--- src/rtl/button_event_pkg.sv ---
// button_event_pkg: shared state encoding and time-to-cycle conversion for the button event unit
package button_event_pkg;

  typedef enum logic [1:0] {IDLE, PAUSE, REPEAT, HOLD} btn_state_t;

  function automatic int ns_to_cycles(input int ns, input int period_ns);
    return ns / period_ns;
  endfunction

endpackage

--- src/rtl/button_channel.sv ---
// button_channel: one button's synchroniser, debouncer and press/repeat/long-press FSM
module button_channel
  import button_event_pkg::*;
#(
  parameter int FILTER_CYC = 10,
  parameter int PAUSE_CYC  = 50,
  parameter int REPEAT_CYC = 20,
  parameter int LONG_CYC   = 100
) (
  input  logic clk_i,
  input  logic reset_i,
  input  logic button_i,
  input  logic repeat_en_i,
  output logic level_o,
  output logic press_o,
  output logic release_o,
  output logic long_o
);

  localparam int FW = $clog2(FILTER_CYC + 1);
  localparam int TW = $clog2((PAUSE_CYC > REPEAT_CYC ? PAUSE_CYC : REPEAT_CYC) + 1);
  localparam int HW = $clog2(LONG_CYC + 1);
  localparam logic [FW-1:0] FILTER_M = FW'(FILTER_CYC);
  localparam logic [TW-1:0] PAUSE_M  = TW'(PAUSE_CYC);
  localparam logic [TW-1:0] REPEAT_M = TW'(REPEAT_CYC);
  localparam logic [HW-1:0] LONG_M   = HW'(LONG_CYC);

  logic [1:0]    sync_q, sync_d;
  logic [FW-1:0] deb_q, deb_d, deb_inc;
  logic          level_q, level_d;
  btn_state_t    state_q, state_d;
  logic [TW-1:0] timer_q, timer_d, timer_inc;
  logic [HW-1:0] hold_q, hold_d, hold_inc;
  logic          press_q, press_d, release_q, release_d, long_q, long_d;
  logic          rise, fall, expire, counting, hold_sat;

  always_ff @(posedge clk_i) begin
    if (reset_i) begin
      sync_q    <= '0;
      deb_q     <= '0;
      level_q   <= 1'b0;
      state_q   <= IDLE;
      timer_q   <= '0;
      hold_q    <= '0;
      press_q   <= 1'b0;
      release_q <= 1'b0;
      long_q    <= 1'b0;
    end else begin
      sync_q    <= sync_d;
      deb_q     <= deb_d;
      level_q   <= level_d;
      state_q   <= state_d;
      timer_q   <= timer_d;
      hold_q    <= hold_d;
      press_q   <= press_d;
      release_q <= release_d;
      long_q    <= long_d;
    end
  end

  // Debounce: any cycle where the synchronised input agrees with the level restarts the count
  always_comb begin
    sync_d  = {sync_q[0], button_i};
    deb_inc = deb_q + 1'b1;
    deb_d   = (sync_q[1] != level_q && deb_inc != FILTER_M) ? deb_inc : '0;
    level_d = (sync_q[1] != level_q && deb_inc == FILTER_M) ? sync_q[1] : level_q;
    rise    = level_d & ~level_q;
    fall    = ~level_d & level_q;
  end

  // HOLD with repeat enabled behaves as the first cycle of a repeat period
  always_comb begin
    timer_inc = timer_q + 1'b1;
    expire    = (state_q == PAUSE) ? timer_inc == PAUSE_M : timer_inc == REPEAT_M;
    counting  = state_q == PAUSE || ((state_q == REPEAT || state_q == HOLD) && repeat_en_i);
    state_d   = fall ? IDLE :
                rise ? PAUSE :
                (state_q == PAUSE) ? (expire ? (repeat_en_i ? REPEAT : HOLD) : PAUSE) :
                (state_q == REPEAT || state_q == HOLD) ? (repeat_en_i ? REPEAT : HOLD) :
                state_q;
  end

  // Release wins over a coincident repeat or long-press expiry
  always_comb begin
    hold_inc  = hold_q + 1'b1;
    hold_sat  = hold_q == LONG_M;
    timer_d   = (!fall && !rise && counting && !expire) ? timer_inc : '0;
    hold_d    = (fall || rise || state_q == IDLE) ? '0 : hold_sat ? hold_q : hold_inc;
    press_d   = rise || (!fall && counting && expire && (state_q != PAUSE || repeat_en_i));
    long_d    = !fall && !rise && state_q != IDLE && !hold_sat && hold_inc == LONG_M;
    release_d = fall;
  end

  assign level_o   = level_q;
  assign press_o   = press_q;
  assign release_o = release_q;
  assign long_o    = long_q;

endmodule

--- src/rtl/button_event_unit.sv ---
// button_event_unit: NUMBER_BUTTONS independent debounced buttons with press, autorepeat, release and long-press events
module button_event_unit
  import button_event_pkg::*;
#(
  parameter int NUMBER_BUTTONS      = 4,
  parameter int CLOCK_PERIOD_NS     = 20,
  parameter int FILTER_PERIOD_NS    = 1_000_000,
  parameter int PAUSE_INTERVAL_NS   = 400_000_000,
  parameter int REPEATS_INTERVAL_NS = 150_000_000,
  parameter int LONG_PRESS_NS       = 1_000_000_000
) (
  input  logic                      clk_i,
  input  logic                      reset_i,
  input  logic [NUMBER_BUTTONS-1:0] buttons_i,
  input  logic [NUMBER_BUTTONS-1:0] repeat_en_i,
  output logic [NUMBER_BUTTONS-1:0] level_o,
  output logic [NUMBER_BUTTONS-1:0] press_o,
  output logic [NUMBER_BUTTONS-1:0] release_o,
  output logic [NUMBER_BUTTONS-1:0] long_o
);

  localparam int FILTER_CYC = ns_to_cycles(FILTER_PERIOD_NS, CLOCK_PERIOD_NS);
  localparam int PAUSE_CYC  = ns_to_cycles(PAUSE_INTERVAL_NS, CLOCK_PERIOD_NS);
  localparam int REPEAT_CYC = ns_to_cycles(REPEATS_INTERVAL_NS, CLOCK_PERIOD_NS);
  localparam int LONG_CYC   = ns_to_cycles(LONG_PRESS_NS, CLOCK_PERIOD_NS);

  if (NUMBER_BUTTONS < 1 || FILTER_CYC < 1 || PAUSE_CYC < 1 || REPEAT_CYC < 1 || LONG_CYC < 1) begin : g_param_err
    $error("button_event_unit: NUMBER_BUTTONS and every derived cycle count must be >= 1");
  end

  for (genvar i = 0; i < NUMBER_BUTTONS; i++) begin : g_ch
    button_channel #(
      .FILTER_CYC(FILTER_CYC),
      .PAUSE_CYC (PAUSE_CYC),
      .REPEAT_CYC(REPEAT_CYC),
      .LONG_CYC  (LONG_CYC)
    ) u_ch (
      .clk_i      (clk_i),
      .reset_i    (reset_i),
      .button_i   (buttons_i[i]),
      .repeat_en_i(repeat_en_i[i]),
      .level_o    (level_o[i]),
      .press_o    (press_o[i]),
      .release_o  (release_o[i]),
      .long_o     (long_o[i])
    );
  end

endmodule

--- config.mk ---
export PLATFORM = sky130hd
export DESIGN_NAME = button_event_unit
export DESIGN_NICKNAME = d
export VERILOG_FILES = /design/src/rtl/button_event_pkg.sv /design/src/rtl/button_channel.sv /design/src/rtl/button_event_unit.sv
export SDC_FILE = /design/constraint.sdc
export NUM_CORES = 1
export LEC_CHECK = 0
export BUFFER_PORTS_ARGS = -buffer_cell sky130_fd_sc_hd__buf_2
export CAP_MARGIN = 20
export CORE_MARGIN = 2
export CORE_UTILIZATION = 40
export DETAILED_ROUTE_END_ITERATION = 7
export HOLD_SLACK_MARGIN = 0.02
export PLACE_DENSITY_LB_ADDON = 0.2
export SLEW_MARGIN = 40
export SYNTH_ARGS = -nofsm -noshare
export SYNTH_HDL_FRONTEND = slang
export SYNTH_SLANG_ARGS = --single-unit
--- constraint.sdc ---
create_clock -name clk_i -period 4.6 [get_ports clk_i]
set_clock_uncertainty 0.1 [all_clocks]
set_input_delay 0.46 -clock clk_i [delete_from_list [all_inputs] [get_ports clk_i]]
set_output_delay 0.46 -clock clk_i [all_outputs]
set_load 0.02 [all_outputs]
After elaboration in Yosys (flattened, before gate mapping). Index checks and enable logic that the tools add are counted.

Input port bits: 10. Output and inout bits: 16. Bits in registers: 300. Logic and storage cells: 272.

Mux-type cells: 28. Equal/unequal tests: 44. Add/sub/neg operators: 12. Bitwise operators: 24. Reduce and logical (&&, ||, !) cells: 124.

Operator list (count): 26-bit equality test (second input constant) (8); 26-bit by 1-bit adder with 26-bit output (second input constant) (4); 25-bit by 1-bit adder with 25-bit output (second input constant) (4); 25-bit by 23-bit equality test with 1-bit output (second input constant) (4); 25-bit equality test (second input constant) (4); 16-bit by 1-bit adder with 16-bit output (second input constant) (4); 16-bit equality test (second input constant) (4); 16-bit != test (second input constant) (4); 1-bit logical AND (48); 2-bit OR reduction (16); 1-bit logical OR (24); 2-bit two-way mux (12); 2-bit equality test (second input constant) (8); 1-bit zero test (16); 1-bit two-way mux (16); 1-bit inverter (16); 2-bit nonzero test (8); 3-bit nonzero test (4); 3-bit OR reduction (4); 1-bit AND (8); 2-bit by 1-bit equality test with 1-bit output (second input constant) (4); 2-bit zero test (4); 2-bit by 1-bit != test with 1-bit output (second input constant) (4); 1-bit != test (4).

Longest topological paths before layout.
Depth in word-level cells: 12. Depth in mapped cells: 13. Mapped depth without buffers: 13.

By module. From an unflattened synthesis, not the netlist that was laid out.

Cell total of the unflattened synthesis: 1884. Area, all modules: 16388.2 sq um.

Modules (own cells, without submodules): button_channel (g_ch[0].u_ch ...) (sequential area each 1501.4 sq um, times used 3, area an instance 4040.1 sq um, cells an instance 456); button_channel (g_ch[1].u_ch) (sequential area each 1501.4 sq um, times used 1, area an instance 4267.8 sq um, cells an instance 516).

Worst setup path before layout. No wires, ideal clock.

Kind: register to register. Start: register g_ch[2].u_ch.deb_q[0]. End: register g_ch[2].u_ch.long_q. Period minus slack after synthesis: 3796 ps. Arrival: 3604 ps. Stages on the path, launching flop included: 14. Path buffers: 0. Setup slack: 804 ps. Library setup time: 92 ps. Data required time: 4408 ps. Cell sequence: dfxtp_1 > ha_1 > nand2_1 > nor4_1 > mux2i_1 > a41oi_1 > or4_1 > mux2i_1 > ha_1 > nand3_1 > nand2b_1 > nor4bb_1 > nand4b_1 > nor4_1.

Longest elaborated chain between the ends: 11. Elaborated cells on any way between the ends: 13. Those cells by class: add/sub (1); eq/ne (1); mux (1); bitwise (3); reduce/logical (7).

RTL lines: start: declaration (RTL line button_channel.sv:29) `logic [FW-1:0] deb_q, deb_d, deb_inc;`; start signal: assignment (RTL line button_channel.sv:40) `deb_q <= '0;`; start signal: assignment (RTL line button_channel.sv:50) `deb_q <= deb_d;`; 16-bit by 1-bit adder with 16-bit output (*) (RTL line button_channel.sv:64) `deb_inc = deb_q + 1'b1;`; 16-bit equality test (*) (RTL line button_channel.sv:66) `level_d = (sync_q[1] != level_q && deb_inc == FILTER_M) ? sync_q[1] : level_q;`; 1-bit logical AND (*) (RTL line button_channel.sv:66); 1-bit two-way mux (*) (RTL line button_channel.sv:66); 1-bit inverter (RTL line button_channel.sv:68) `fall = ~level_d & level_q;`; 1-bit AND (RTL line button_channel.sv:68); 1-bit zero test (RTL line button_channel.sv:90) `long_d = !fall && !rise && state_q != IDLE && !hold_sat && hold_inc == LONG_M;`; 1-bit logical AND (*) (4 in a row) (RTL line button_channel.sv:90); end signal: assignment (RTL line button_channel.sv:57) `long_q <= long_d;`; end: declaration (RTL line button_channel.sv:34) `logic press_q, press_d, release_q, release_d, long_q, long_d;`.

Mark *: on every way between the ends. The rest lies on a longest branch, timed or not. A chain may end at the register's enable or synchronous reset.

Final worst setup path.
Start: register g_ch[1].u_ch.deb_q[0]. End: register g_ch[1].u_ch.long_q.

Longest elaborated chain between the ends: 11. Elaborated cells on any way between the ends: 13. Those cells by class: add/sub (1); eq/ne (1); mux (1); bitwise (3); reduce/logical (7).

RTL lines (RTL line): start: declaration (button_channel.sv:29); start signal: assignment (button_channel.sv:40); start signal: assignment (button_channel.sv:50); 16-bit by 1-bit adder with 16-bit output (*) (button_channel.sv:64); 16-bit equality test (*) (button_channel.sv:66); 1-bit logical AND (*) (button_channel.sv:66); 1-bit two-way mux (*) (button_channel.sv:66); 1-bit inverter (button_channel.sv:68); 1-bit AND (button_channel.sv:68); 1-bit zero test (button_channel.sv:90); 1-bit logical AND (*) (4 in a row) (button_channel.sv:90); end signal: assignment (button_channel.sv:57); end: declaration (button_channel.sv:34).

Marks and branches as above.

==> impl_metrics.py <==
metrics = {
    "clocking": {
        "clockBufferDepth": 3,
        "clk_latency_ns": 0.55,
        "cts-htree-levels": 2,
        "cts_root_buffer": "clkbuf_16",
        "path_clk_slew_ns": 0.06,
        "numCtsBuffers": 35,
        "cts.sinks": 300,
        "post-cts-setup-buffers": 0,
        "cts_tree": "yes",
    },
    "finish": {
        "antennaDiodeCount": 0,
        "nNetsFinal": 1987,
        "areaGrowthSynthToFinish_pct": 9.53,
        "fin_util_pct": 44.2,
        "drive_above_1_share_pct": 7.97,
    },
    "logic_synthesis": {
        "synth_cell_types": 97,
        "netlist_instances": 1985,
        "yosys_warnings": 0,
        "synth_ff_type": "dfxtp_1",
        "synth_nets": 2024,
        "syn-cell-area_um2": 16400,
        "synth_common_cells": "dfxtp_1 (300), nor2_1 (271), nand2_1 (151)",
        "yosys.area.top_type": "dfxtp_1",
        "synth_most_common_cell": "dfxtp_1",
        "async_reset_ff_share_pct": 0,
        "ys_seq_area_share_pct": 36.6,
        "synth_top_area_share_pct": 36.6,
        "syn_avg_cell_area_um2": 8.26,
        "yosys-top-cells-area": "dfxtp_1 (37%), xor2_1 (6.8%), xnor2_1 (6.4%)",
        "synth-seq-cells": 300,
        "synth_edf_count": 0,
    },
    "timing": {
        "fmax_ghz": 0.255,
        "period_share_pct": 85.3,
        "period_minus_slack_ns": 3.92,
        "worstMarginPinSlew_ns": 0.751,
        "setup_tns_ns": 0,
        "hold_ws_ns": 0.0812,
        "slew-limit-headroom_pct": 49.5,
        "rsz0062_at_grt": "false",
        "hold_viol": 0,
        "setup_violations": 0,
        "slew_violations": 0,
    },
    "grt": {
        "antenna_found_initial": 0,
        "grt_pass1_wl_um": 60900,
        "grt_max_degree": 32,
        "grt_pass1_vias": 12600,
        "grt_usage_pct": 17.0,
        "overflow": 0,
    },
    "pwr": {
        "leakagePower_nw": 5.73,
        "power-per-cell-area_nw_per_um2": 310,
        "total_power_mw": 5.57,
        "ir_drop_uv": 224,
    },
    "detailed_routing": {
        "drc_errors": 0,
        "wirelength_um": 35300,
        "detail-route-antenna-nets": 0,
        "viasPerCell": 5.37,
        "avgRoutedWirePerCell_um": 14.1,
        "dr_total_vias": 13400,
        "firstDrtPassIters": 5,
        "drt_first_iter_violations": 719,
    },
    "setup_path": {
        "r2r_cells": 14,
        "cp.required_ns": 4.91,
        "r2r_slack_ns": 0.68,
        "cp.arrival_ns": 4.23,
        "path_class": "register to register",
        "crit_fanout": 12,
        "r2r-end": "g_ch[1].u_ch.long_o",
        "endpoint_kind": "register",
        "crit_path_start_kind": "register",
        "r2r_start": "g_ch[1].u_ch.deb_q[0]",
    },
    "floorplanning": {
        "die_x_um": 206,
        "rows": 74,
        "die_h_um": 206,
        "coreArea_um2": 40600,
        "die-area_um2": 42600,
        "io_pins": 26,
        "floorplan.initialDensity_pct": 40.3,
    },
    "hold_path": {
        "hold-path-cell-count": 2,
        "hp-class": "primary input to register",
        "whs_endpoint": "g_ch[3].u_ch.sync_q[0]",
        "worstHoldStart": "buttons_i[3]",
    },
    "job": {
        "maxCapViolCount": 0,
    },
    "run_status": {
        "status": "finished, final reports clean",
    },
    "placement": {
        "port_buffers": 25,
        "dp_hpwl_um": 24700,
        "place.gp.congestion": 0.851,
    },
}
==> where the power goes <==
part           internal (mW)  switching [mW]  total (mW)
logic                 0.0188          0.0415      0.0602
registers               2.61         0.00735        2.61
clock network           1.75            1.14        2.89
==> placed cells by master (no fill, tap or decap), types with 20 or more instances in the layout <==
| cell | n |
|---|---|
| nor2_1 | 271 |
| nand3_1 | 114 |
| dfxtp_1 | 300 |
| nand2b_1 | 23 |
| xnor2_1 | 119 |
| nand2_1 | 151 |
| and4_1 | 20 |
| nor3_1 | 83 |
| ha_1 | 29 |
| or3_1 | 25 |
| nor4_1 | 53 |
| nand4_1 | 79 |
| inv_1 | 53 |
| buf_2 | 25 |
| and3_1 | 42 |
| xor2_1 | 127 |
| a21oi_1 | 42 |
| o21ai_0 | 32 |
| nor2b_1 | 32 |
| clkbuf_16 | 36 |
==> routing by layer <==
layer	GRT usage, %	vias to the layer above	part of all wire, %
met3	3.20	52	3.7
met1	23.2	6302	50
li1	-	6906	-
met2	27.4	169	45
met5	0	-	0
met4	4.41	0	2.0
==> stage by stage <==
stage          std cells  area (µm²)  setup slack, ns
6_report            2503       17900            0.677
4_1_cts             2503       17900            0.667
2_1_floorplan       1985       16400            0.804
5_1_grt             2503       17900            0.265
3_5_place_dp        2442       16800            0.685
3_3_place_gp        2442       16700            0.755
==> worst max-delay path by stage <==
stage,from,slack (ns),to
global route,g_ch[2].u_ch.deb_q[0],0.27,g_ch[2].u_ch.long_o
detailed placement,g_ch[1].u_ch.deb_q[0],0.69,g_ch[1].u_ch.long_o
floorplan,g_ch[2].u_ch.deb_q[0],0.80,g_ch[2].u_ch.long_o
CTS,g_ch[2].u_ch.deb_q[4],0.67,g_ch[2].u_ch.long_o
finish,g_ch[1].u_ch.deb_q[0],0.68,g_ch[1].u_ch.long_o
global placement,g_ch[2].u_ch.deb_q[0],0.76,g_ch[2].u_ch.long_o
==> registers in the layout, summed over array words and instances, names as in the netlist <==
register and flops:
g_ch.u_ch.hold_q 104, g_ch.u_ch.timer_q 100, g_ch.u_ch.deb_q 64, g_ch.u_ch.state_q 8, g_ch.u_ch.sync_q 8, g_ch.u_ch.level_o 4
g_ch.u_ch.long_o 4, g_ch.u_ch.press_o 4, g_ch.u_ch.release_o 4
==> kinds of logic (layout without fill, tap and decap cells) <==
| group | after synthesis | after routing | synth area share, % |
|---|---|---|---|
| adders and majority gates | 29 | 29 | 2.21 |
| muxes | 22 | 22 | 1.37 |
| buffers and inverters | 171 | 157 | 4.69 |
| DFF | 300 | 300 | 36.6 |
| xor gates and xnor gates | 247 | 247 | 13.2 |
| and+or+nand+nor | 1009 | 1009 | 32.5 |
| AOI/OAI and AO/OA | 207 | 207 | 9.35 |
==> area by class of cell <==
| type | count | area (µm²) |
|---|---|---|
| Clock buffer | 47 | 962 |
| Clock inverter | 13 | 209 |
| Fill cell | 4004 | 22700 |
| Inverter | 53 | 199 |
| Multi-Input combinational cell | 1514 | 9640 |
| Sequential cell | 300 | 6010 |
| Tap cell | 532 | 666 |
| Timing Repair Buffer | 44 | 270 |
==> worst max-delay path, stage by stage, from the launching register on <==
cell       delay (ns)
dfxtp_1          0.40
ha_1             0.24
nand3_1          0.16
nor3_1           0.45
nand4_1          0.16
a221oi_1         0.29
o2111ai_1        0.25
mux2i_1          0.21
ha_1             0.31
nand3b_1         0.17
nand2b_1         0.21
buf_4            0.18
nor4_1           0.25
nand3_1          0.09
a2111oi_0        0.32
==> timing repair <==
action / in CTS / in global routing
gates resized for setup: 0 / 0
hold buffers: 1 / 0
endpoints found under the hold margin: 1 / 0
Power figures use the tool's default switching activity.
